File: src/rtl/div_ratio_meter.sv
// Measures the rise-to-rise period and rise-to-fall high time of a divided
// clock sampled as data in the clk_ref domain, with lock and overflow status.
module div_ratio_meter #(
  parameter int unsigned WIDTH = 3
) (
  input  logic             clk_ref,
  input  logic             rst,
  input  logic             meas_en,
  input  logic             clk_in,
  output logic [WIDTH-1:0] ratio,
  output logic [WIDTH-1:0] high_time,
  output logic             ratio_valid,
  output logic             locked,
  output logic             overflow
);

  localparam logic [WIDTH-1:0] CNT_MAX = '1;
  localparam logic [WIDTH-1:0] CNT_ONE = WIDTH'(1);

  typedef enum logic [1:0] {
    IDLE,
    ARM,
    COUNT
  } state_t;

  state_t           state, state_nx;
  logic             clk_in_d;
  logic             rise, fall;
  logic [WIDTH-1:0] cnt, cnt_nx;
  logic [WIDTH-1:0] high_sh, high_sh_nx;
  logic [WIDTH-1:0] ratio_nx, high_time_nx;
  logic             valid_nx, locked_nx, overflow_nx;
  logic             have_prev, have_prev_nx;

  assign rise = clk_in & ~clk_in_d;
  assign fall = ~clk_in & clk_in_d;

  // State and datapath registers
  always_ff @(posedge clk_ref or posedge rst) begin
    if (rst) begin
      state       <= IDLE;
      clk_in_d    <= 1'b0;
      cnt         <= '0;
      high_sh     <= '0;
      ratio       <= '0;
      high_time   <= '0;
      ratio_valid <= 1'b0;
      locked      <= 1'b0;
      overflow    <= 1'b0;
      have_prev   <= 1'b0;
    end else begin
      state       <= state_nx;
      clk_in_d    <= clk_in;
      cnt         <= cnt_nx;
      high_sh     <= high_sh_nx;
      ratio       <= ratio_nx;
      high_time   <= high_time_nx;
      ratio_valid <= valid_nx;
      locked      <= locked_nx;
      overflow    <= overflow_nx;
      have_prev   <= have_prev_nx;
    end
  end

  // Next-state and next-output logic; meas_en low overrides any edge
  always_comb begin
    state_nx     = state;
    cnt_nx       = cnt;
    high_sh_nx   = high_sh;
    ratio_nx     = ratio;
    high_time_nx = high_time;
    valid_nx     = 1'b0;
    locked_nx    = locked;
    overflow_nx  = overflow;
    have_prev_nx = have_prev;

    if (!meas_en) begin
      state_nx     = IDLE;
      cnt_nx       = '0;
      locked_nx    = 1'b0;
      overflow_nx  = 1'b0;
      have_prev_nx = 1'b0;
    end else begin
      case (state)
        IDLE: begin
          state_nx     = ARM;
          have_prev_nx = 1'b0;
        end
        ARM: begin
          have_prev_nx = 1'b0;
          if (rise) begin
            state_nx = COUNT;
            cnt_nx   = CNT_ONE;
          end
        end
        COUNT: begin
          if (fall) high_sh_nx = cnt;
          if (rise) begin
            // ratio still holds the previous valid measurement here
            ratio_nx     = cnt;
            high_time_nx = high_sh;
            valid_nx     = 1'b1;
            locked_nx    = have_prev && (cnt == ratio);
            have_prev_nx = 1'b1;
            cnt_nx       = CNT_ONE;
          end else if (cnt == CNT_MAX) begin
            state_nx     = ARM;
            overflow_nx  = 1'b1;
            locked_nx    = 1'b0;
            have_prev_nx = 1'b0;
            cnt_nx       = '0;
          end else begin
            cnt_nx = cnt + CNT_ONE;
          end
        end
        default: state_nx = IDLE;
      endcase
    end
  end

endmodule

File: config.mk
export PLATFORM = sky130hd
export DESIGN_NAME = div_ratio_meter
export DESIGN_NICKNAME = d
export VERILOG_FILES = /design/src/rtl/div_ratio_meter.sv
export SDC_FILE = /design/constraint.sdc
export NUM_CORES = 1
export LEC_CHECK = 0
export ABC_AREA = 1
export CAP_MARGIN = 20
export CORE_AREA = 2 2 56 58
export CTS_CLUSTER_DIAMETER = 100
export CTS_CLUSTER_SIZE = 20
export DETAILED_ROUTE_END_ITERATION = 10
export DIE_AREA = 0 0 58 60
export GPL_TIMING_DRIVEN = 0
export SLEW_MARGIN = 25
export SYNTH_ARGS = -nofsm -noshare
export SYNTH_HDL_FRONTEND = slang
export SYNTH_SLANG_ARGS = --single-unit
File: constraint.sdc
create_clock -name clk_ref -period 1.3 [get_ports clk_ref]
set_input_delay 0.39 -clock clk_ref [delete_from_list [all_inputs] [get_ports clk_ref]]
set_output_delay 0.39 -clock clk_ref [all_outputs]
set_load 0.01 [all_outputs]
==> reports/qor.yml, run 1 <==
floorplan:
  die_area_sq_um: 3480
  start_util_pct: 33.0
  die_w_microns: 58
  coreArea_sq_um: 2900
  rows: 20
  die_h_microns: 60
  pin_count: 13
logic_synthesis:
  synthesis.area_sq_um: 958
  synthCells: 107
  synthXorXnorAreaFrac_pct: 0
  yosysWarnings: 0
  synth-seq-area-share_pct: 49.6
  synth_top_area_share_pct: 49.6
  synth_top_family_by_area: "simple AND/OR/NAND/NOR gates"
  synth_area_leaders: "dfrtp_1 (50%), nand2_1 (10%), nand2_2 (4.6%)"
  syn-num-nets: 113
  synth_top_area_cell: "dfrtp_1"
  ys_ff_latch: 19
  synthAdderAreaFrac_pct: 2.61
  muxShareOfSynthArea_pct: 0
  synth_cell_types: 20
  synth_simple_gate_area_share_pct: 28.9
  synth_area_per_cell_sq_um: 8.96
  synth_compound_area_share_pct: 10.6
finish:
  syn2layout_area_growth_pct: 20.4
  n_antenna_cell: 0
  fillerInstances: 311
  nets: 136
  regArea_sq_um: 477
  fin_area_sq_um: 1150
  layout-drive-gt1-share_pct: 37.2
  fin_util_pct: 39.7
  multi_input_area_sq_um: 413
pwr:
  p_int_mw: 0.866
  clkPwrFrac_pct: 24.4
  ir_worst_vdd_v: 0.000568
  p_total_mw: 1.23
  power_frac_comb_pct: 21.3
  seqPwrFrac_pct: 54.2
  p_sw_mw: 0.359
  powerDensity_nw_per_um2: 1060
  p_leak_nw: 0.589
  power_switching_share_pct: 29.3
clock_network:
  htree_levels: 1
  cts-root-buf: "clkbuf_4"
  cts_made_buffers: 3
  cts_tree: "yes"
  cts_hold_buf: 0
  clock-sinks: 19
  clkSlewWorstSetupHoldPaths_ns: 0.11
  insertion_delay_ns: 0.29
  clockBufferDepth: 2
critical_path:
  critPathKind: "reg -> reg"
  arrival_ns: 1.44
  cp-end-kind: "flip-flop"
  crit_required_ns: 1.49
  cp_cell_sequence: "ha_1 -> ha_2 -> inv_2 -> nand3_2 -> nand2_2 -> inv_1 -> nand3_1 -> nand2_1"
  max_stage_delay_ns: 0.42
  critPathSlowestCell: "dfrtp_2"
  crit_path_start_kind: "flip-flop"
  cp_max_fo: 2
routing:
  dr_total_vias: 747
  dr.pass1.iters: 4
  vias_per_cell: 4.61
  wl_microns: 1790
  ant_nets: 0
  wl_per_cell_microns: 11.1
  drc: 0
  drtIter0Drc: 12
place:
  numPortBuffers: 11
  placed_cell_area_sq_um: 1110
  gp_congestion: 0.850
  dp_hpwl_microns: 1280
  post-place-ws_ns: -0.306
sta:
  worst_clock_skew_ns: 0.00102
  final.min_clock_period_ns: 1.25
  slew-limit-headroom_pct: 51.1
  maxSlewViolCount: 0
  worst_pin_slew_ns: 0.733
  hold_viol: 0
  max_clock_freq_mhz: 800
  setup_slack_ns: 0.0493
  finalSetupViolCount: 0
  rsz0062_at_grt: "yes"
  fin_crit_sh_pct: 96.2
flow_run:
  max_cap_violations: 0
global_route:
  grt_pass1_vias: 765
  antenna_found_initial: 0
  grt_pass1_wl_microns: 3330
  grt_max_degree: 20
  grt_usage_pct: 12.9
  overflow: 0
status:
  status: "complete, no violations"
hold_path:
  hold_path.class: "in -> reg"
[cell usage in the layout (no fill, tap or decap)]
cell type | netlist | final
buf_2 | 0 | 8
dfrtp_2 | 0 | 1
nor2_1 | 7 | 7
ha_2 | 0 | 1
ha_1 | 2 | 1
nand2_1 | 26 | 25
o21ai_2 | 4 | 4
dlygate4sd2_1 | 0 | 1
nand2_2 | 7 | 8
o21ai_0 | 1 | 1
clkbuf_4 | 0 | 3
buf_6 | 1 | 1
a21oi_1 | 1 | 1
nor2_4 | 3 | 3
dfrtp_1 | 19 | 18
nand2_4 | 2 | 2
o21ai_1 | 7 | 7
clkbuf_1 | 0 | 1
clkdlybuf4s50_1 | 0 | 1
clkbuf_2 | 0 | 1
nand3_2 | 0 | 1
o22ai_1 | 1 | 1
clkinv_4 | 1 | 1
buf_4 | 1 | 8
nand3_1 | 7 | 6
inv_2 | 4 | 5
o211ai_1 | 2 | 2
nand3_4 | 1 | 1
inv_1 | 10 | 9
[worst paths after layout]
check,start,endpoint,slack (ns),cells past startpoint
min in group asynchronous,rst,ratio[0],0.51,2
max reg2reg,cnt[0],locked,0.05,8
min reg2reg,high_time[1],high_time[1],0.48,2
max,cnt[0],locked,0.05,8
min,meas_en,cnt[0],0.41,3
max in group asynchronous,rst,cnt[0],0.28,2
[synthesized netlist by cell type]
library cell,n
buf_6,1
dfrtp_1,19
nand2_1,26
nand3_1,7
a21oi_1,1
o21ai_0,1
ha_1,2
nand2_4,2
o22ai_1,1
inv_1,10
clkinv_4,1
nor2_4,3
buf_4,1
nand3_4,1
o21ai_2,4
inv_2,4
nand2_2,7
o21ai_1,7
o211ai_1,2
nor2_1,7
[routing by layer]
| layer | vias to the layer above | part of all wire (%) | track usage (%) |
|---|---|---|---|
| li1 | 388 | - | - |
| met1 | 344 | 45 | 15.1 |
| met2 | 11 | 48 | 21.6 |
| met3 | 4 | 4.2 | 2.81 |
| met4 | 0 | 2.2 | 7.97 |
| met5 | - | 0 | 0 |
[repair_timing]
item | CTS | global route
cloned | 0 | 0
pin swaps | 1 | 1
resized for setup | 38 | 3
endpoints found under the setup margin | 13 | 4
buffers inserted | 7 | 0
[registers in the layout, summed over array words and instances, names as in the netlist, 2 cells and up]
signal and flops:
ratio 3, high_time 3, state 2, cnt 3, high_sh 3
[stage by stage]
step	instances	setup TNS (ns)	hold slack (ns)
3_5_place_dp	151	-5.57	0.459
6_report	162	0	0.412
2_1_floorplan	107	0	0.341
4_1_cts	162	0	0.401
3_3_place_gp	151	-4.73	0.453
5_1_grt	162	-0.0868	0.408
[final cells by class]
class,count,area share [%]
buffer,2,1.63
clock buffer,4,2.28
inverter,15,5.31
multi-input combinational,71,35.8
sequential,19,41.3
tap,33,3.58
timing repair buffer,18,10.1
[worst max-delay path, delay by kind of cell, from the launching register on]
kind	cells	cell delay (ns)
fa+ha+maj	2	0.38
buf+inv	2	0.10
flops	1	0.42
simple gates	4	0.26
[cell families after synthesis]
logic type	Yosys count
buf+inv	17
simple gates	53
flops	19
fa+ha+maj	2
compound gates	16
[power groups by stage]
stage | clock network [mW] | registers, mW | logic [mW]
after global routing | 0.343 | 0.672 | 0.303
after CTS | 0.312 | 0.665 | 0.270
after detailed placement | 0 | 0.688 | 0.244
after floorplan | 0 | 0.694 | 0.145
after global placement | 0 | 0.685 | 0.241
final | 0.300 | 0.665 | 0.261
Note: power is estimated with default switching activity, not from simulation.
==> run 2: changes to the inputs <==
--- a/config.mk
+++ b/config.mk
@@ -8,6 +8,7 @@
 export ABC_AREA = 1
 export CAP_MARGIN = 20
 export CORE_AREA = 2 2 56 58
+export CTS_BUF_LIST = sky130_fd_sc_hd__clkbuf_4
 export CTS_CLUSTER_DIAMETER = 100
 export CTS_CLUSTER_SIZE = 20
 export DETAILED_ROUTE_END_ITERATION = 10
==> reports/qor.yml, run 2 (same netlist as run 1, synthesis figures left out) <==
status:
  status: "complete, no violations"  # unchanged
sta:
  worst_clock_skew_ns: 0.00174  # was 0.00102 ns
  hold_viol: 0  # unchanged
  worst_pin_slew_ns: 0.733  # about the same
  final.min_clock_period_ns: 1.24  # was 1.25 ns
  slew-limit-headroom_pct: 51.1  # about the same
  max_clock_freq_mhz: 809  # was 800 MHz
  tns_ns: 0  # unchanged
  fin_crit_sh_pct: 95.1  # was 96.2%
  finalSetupViolCount: 0  # unchanged
  hold_ws_ns: 0.410  # was 0.412 ns
  maxSlewViolCount: 0  # unchanged
critical_path:
  crit_path_start_kind: "flip-flop"  # unchanged
  arrival_ns: 1.43  # was 1.44 ns
  critPathKind: "reg -> reg"  # unchanged
  crit_required_ns: 1.50  # was 1.49 ns
  cp-end-kind: "flip-flop"  # unchanged
  cp_max_fo: 2  # unchanged
flow_run:
  max_cap_violations: 0  # unchanged
finish:
  layout_commonest_cell: "nand2_1"  # unchanged
  layout-drive-gt1-share_pct: 39.5  # was 37.2%
  mostFrequentLayoutCells: "nand2_1 (25), dfrtp_1 (18), inv_1 (9)"  # unchanged
  regArea_sq_um: 477  # unchanged
  multi_input_area_sq_um: 428  # was 413 sq um
  fin_area_sq_um: 1170  # was 1150 sq um
  fin_util_pct: 40.4  # was 39.7%
  fillerInstances: 310  # was 311
  n_antenna_cell: 0  # unchanged
  syn2layout_area_growth_pct: 22.3  # was 20.4%
  nets: 136  # unchanged
clock_network:
  insertion_delay_ns: 0.29  # about the same
  clockBufferDepth: 2  # unchanged
  clock-sinks: 19  # unchanged
  htree_levels: 1  # unchanged
  cts_made_buffers: 3  # unchanged
  cts_tree: "yes"  # unchanged
  clkSlewWorstSetupHoldPaths_ns: 0.11  # about the same
  cts-root-buf: "clkbuf_4"  # unchanged
routing:
  dr.pass1.iters: 4  # unchanged
  ant_nets: 0  # unchanged
  wl_microns: 1810  # was 1790 microns
  dr_total_vias: 745  # was 747
  wl_per_cell_microns: 11.2  # was 11.1 microns
  drc: 0  # unchanged
  vias_per_cell: 4.60  # was 4.61
  drtIter0Drc: 11  # was 12
global_route:
  grt_pass1_wl_microns: 3300  # was 3330 microns
  gr-usage-met3_pct: 2.81  # unchanged
  grt_max_degree: 20  # unchanged
  overflow: 0  # unchanged
  antenna_found_initial: 0  # unchanged
  grt_usage_pct: 12.8  # was 12.9%
  grtUsageMet2_pct: 21.3  # was 21.6%
  top_usage_layer: "met2"  # unchanged
  grt_pass1_vias: 754  # was 765
  grt_use_met1_pct: 15.1  # unchanged
floorplan:
  die_h_microns: 60  # unchanged
  die_area_sq_um: 3480  # unchanged
  start_util_pct: 33.0  # unchanged
  die_w_microns: 58  # unchanged
  rows: 20  # unchanged
  pin_count: 13  # unchanged
  coreArea_sq_um: 2900  # unchanged
pwr:
  powerDensity_nw_per_um2: 1070  # was 1060 nW/um^2
  p_leak_nw: 0.590  # was 0.589 nW
  p_sw_mw: 0.362  # was 0.359 mW
  seqPwrFrac_pct: 53.2  # was 54.2%
  power_switching_share_pct: 29.0  # was 29.3%
  p_int_mw: 0.888  # was 0.866 mW
  power_frac_comb_pct: 21.0  # was 21.3%
  clkPwrFrac_pct: 25.8  # was 24.4%
  ir_worst_vdd_v: 0.000571  # was 0.000568 V
place:
  dp_hpwl_microns: 1280  # unchanged
  gp_congestion: 0.850  # unchanged
  placed_cell_area_sq_um: 1110  # unchanged
  numPortBuffers: 11  # unchanged
hold_path:
  hold_path.class: "in -> reg"  # unchanged
==> run 2: cell types whose count changed in the layout (fill, tap and decap cells not counted) <==
cell,delta
nor2_1,-1
ha_4,+1
nor2_2,+1
ha_1,-1
clkbuf_4,+1
clkbuf_1,-1
==> run 2: timing repair <==
| action | in CTS | in global routing |
|---|---|---|
| hold buffers | 0 | 0 |
| pin swaps | 1 | 1 |
| endpoints found under the setup margin | 13 | 4 |
| setup buffers | 7 | 0 |
| gates resized for setup | 38 | 6 |
==> run 2: power groups by stage <==
stage / registers, mW / logic (mW) / clock network, mW
floorplan: 0.694 / 0.145 / 0
global placement: 0.685 / 0.241 / 0
detailed placement: 0.688 / 0.244 / 0
CTS: 0.665 / 0.269 / 0.334
global route: 0.672 / 0.304 / 0.368
finish: 0.665 / 0.262 / 0.323
==> run 2: metrics by stage <==
| stage | power, mW | setup slack, ns | std cells |
|---|---|---|---|
| after floorplan | 0.840 | 0.0381 | 107 |
| after global placement | 0.926 | -0.283 | 151 |
| after detailed placement | 0.932 | -0.306 | 151 |
| after CTS | 1.27 | 0.000721 | 162 |
| after global routing | 1.34 | -0.00218 | 162 |
| final | 1.25 | 0.0639 | 162 |
==> run 2: layout make-up <==
type | count | area share (%)
buffer | 2 | 1.60
clock buffer | 4 | 2.56
inverter | 15 | 5.23
multi-input combinational | 71 | 36.5
sequential | 19 | 40.7
tap | 33 | 3.52
timing repair buffer | 18 | 9.93
==> run 2: worst max-delay path, cell delays in order (launching register included) <==
cell	delay, ns
dfrtp_2	0.42
ha_2	0.19
ha_4	0.16
inv_2	0.06
nand3_2	0.09
nand2_2	0.07
inv_1	0.04
nand3_1	0.06
nand2_1	0.05
==> run 2: final timing paths <==
kind	startpoint	end	slack, ns	depth (start not counted)
max	cnt[0]	locked	0.06	8
min	meas_en	cnt[0]	0.41	3
max reg2reg	cnt[0]	locked	0.06	8
min reg2reg	high_time[1]	high_time[1]	0.48	2
max in group asynchronous	rst	cnt[0]	0.29	2
min in group asynchronous	rst	ratio[0]	0.51	2
==> run 2: metal layers <==
layer / part of all wire (%) / wire length (microns)
met5: 0 / 0
met4: 2.2 / 40
met3: 4.1 / 75
met2: 49 / 883
met1: 45 / 808
==> run 3: changes to the inputs <==
==> constraint.sdc (replaced) <==
create_clock -name clk_ref -period 1.3 [get_ports clk_ref]
set_input_delay 0.39 -clock clk_ref [delete_from_list [all_inputs] [get_ports clk_ref]]
set_output_delay 0.39 -clock clk_ref [all_outputs]
set_load 0.02 [all_outputs]
==> reports/qor.yml, run 3 (same netlist as run 1, synthesis figures left out) <==
critical_path:
  crit_family: "flip-flops"  # unchanged
  critPathKind: "reg -> out"  # was reg -> reg
  cp-end-kind: "output pin"  # was flip-flop
  cp_cell_sequence: "buf_2"  # was ha_2 -> ha_4 -> inv_2 -> nand3_2 -> nand2_2 -> inv_1 -> nand3_1 -> nand2_1
  crit_required_ns: 0.91  # was 1.50 ns
  cp_max_fo: 2  # unchanged
  crit_path_start_kind: "flip-flop"  # unchanged
  r2r_slack_ns: 0.06  # about the same
  worst-path-buf-inv: 1  # was 2
  max_stage_delay_ns: 0.40  # was 0.42 ns
  arrival_ns: 0.85  # was 1.43 ns
  critPathSlowestCell: "dfrtp_1"  # was dfrtp_2
sta:
  tns_ns: 0  # unchanged
  finalSetupViolCount: 0  # unchanged
  hold_ws_ns: 0.411  # was 0.410 ns
  slew-limit-headroom_pct: 51.0  # was 51.1%
  worst_pin_slew_ns: 0.734  # was 0.733 ns
  final.min_clock_period_ns: 1.24  # about the same
  fin_crit_sh_pct: 95.3  # was 95.1%
  setup_slack_ns: 0.0616  # was 0.0639 ns
  maxSlewViolCount: 0  # unchanged
  max_clock_freq_mhz: 807  # was 809 MHz
  worst_clock_skew_ns: 0.00175  # was 0.00174 ns
  hold_viol: 0  # unchanged
routing:
  drc: 0  # unchanged
  vias_per_cell: 4.64  # was 4.60
  wl_met3_microns: 76  # was 75 microns
  routed.top_layer: "met4"  # unchanged
  wl_met2_microns: 872  # was 883 microns
  met1_length_microns: 820  # was 808 microns
  drtIter0Drc: 12  # was 11
  dr_total_vias: 737  # was 745
  dr.pass1.iters: 4  # unchanged
  wl_microns: 1810  # about the same
  wl_per_cell_microns: 11.4  # was 11.2 microns
  ant_nets: 0  # unchanged
clock_network:
  clkSlewWorstSetupHoldPaths_ns: 0.11  # about the same
  cts_made_buffers: 3  # unchanged
  insertion_delay_ns: 0.29  # about the same
  clockBufferDepth: 2  # unchanged
  clock-sinks: 19  # unchanged
  htree_levels: 1  # unchanged
  cts_tree: "yes"  # unchanged
  cts-root-buf: "clkbuf_4"  # unchanged
  cts_hold_buf: 0  # unchanged
pwr:
  p_total_mw: 1.27  # was 1.25 mW
  ir_worst_vdd_v: 0.000572  # was 0.000571 V
  powerDensity_nw_per_um2: 1100  # was 1070 nW/um^2
  p_leak_nw: 0.574  # was 0.590 nW
global_route:
  grt_pass1_vias: 736  # was 754
  overflow: 0  # unchanged
  grt_usage_pct: 12.7  # was 12.8%
  grt_pass1_wl_microns: 3270  # was 3300 microns
  antenna_found_initial: 0  # unchanged
  grt_max_degree: 20  # unchanged
hold_path:
  hold_path.class: "in -> reg"  # unchanged
finish:
  layout-drive-gt1-share_pct: 38.1  # was 39.5%
  mostFrequentLayoutCells: "nand2_1 (25), dfrtp_1 (18), inv_1 (9), buf_2 (9), nand2_2 (8)"  # was nand2_1 (25), dfrtp_1 (18), inv_1 (9)
  nets: 133  # was 136
  layout_commonest_cell: "nand2_1"  # unchanged
  fillerInstances: 309  # was 310
  fin_area_sq_um: 1150  # was 1170 sq um
  finalNonFillerCells: 159  # was 162
  fin_util_pct: 39.6  # was 40.4%
  syn2layout_area_growth_pct: 20.0  # was 22.3%
  n_antenna_cell: 0  # unchanged
floorplan:
  die_w_microns: 58  # unchanged
  coreArea_sq_um: 2900  # unchanged
  pin_count: 13  # unchanged
  die_area_sq_um: 3480  # unchanged
  die_h_microns: 60  # unchanged
  rows: 20  # unchanged
  start_util_pct: 33.0  # unchanged
place:
  numPortBuffers: 11  # unchanged
  post-place-ws_ns: -0.306  # unchanged
  dp_hpwl_microns: 1280  # unchanged
  dp_cells: 151  # unchanged
  gp_congestion: 0.850  # unchanged
  placed_cell_area_sq_um: 1110  # unchanged
flow_run:
  max_cap_violations: 0  # unchanged
status:
  status: "complete, no violations"  # unchanged
## run 3: cell types whose count changed in the layout (fill, tap and decap cells not counted), sizes merged
cell	delta
buf	-2
clkbuf	-1
## run 3: metal layers
metal  vias up  global-route usage, %
li1        381                      -
met1       341                   15.2
met2        11                   20.8
met3         4                   2.81
met4         0                   7.97
met5         -                      0
## run 3: layout make-up
class / count / area (sq um) / share of cell area [%]
Sequential cell: 19 / 477 / 41.5
Multi-Input combinational cell: 71 / 428 / 37.2
Timing Repair Buffer: 15 / 93.8 / 8.16
Inverter: 15 / 61.3 / 5.33
Tap cell: 33 / 41.3 / 3.59
Clock buffer: 4 / 30.0 / 2.61
Buffer: 2 / 18.8 / 1.63
## run 3: tightest hold or removal path, cell delays in order
cell and delay [ns]:
buf_4 0.16, nand3_1 0.09, nand2_1 0.04
## run 3: worst paths after layout
kind,startpoint,end,cells past startpoint
worst max-delay path,locked,locked,1
worst max register to register,cnt[0],locked,8
worst min register to register,high_time[0],high_time[0],2
max in group asynchronous,rst,cnt[0],2
min in group asynchronous,rst,ratio[0],2
worst min-delay path,meas_en,cnt[0],3
## run 3: where the power goes
part	internal [mW]	switching (mW)	total [mW]	leakage, nW
Combinational	0.111	0.171	0.282	0.310
Clock	0.140	0.183	0.323	0.0184
Sequential	0.635	0.0297	0.665	0.246
## run 3: timing repair
action	CTS	global route
pin swaps	1	1
setup buffers	3	1
resized for setup	41	4
endpoints found under the setup margin	13	3
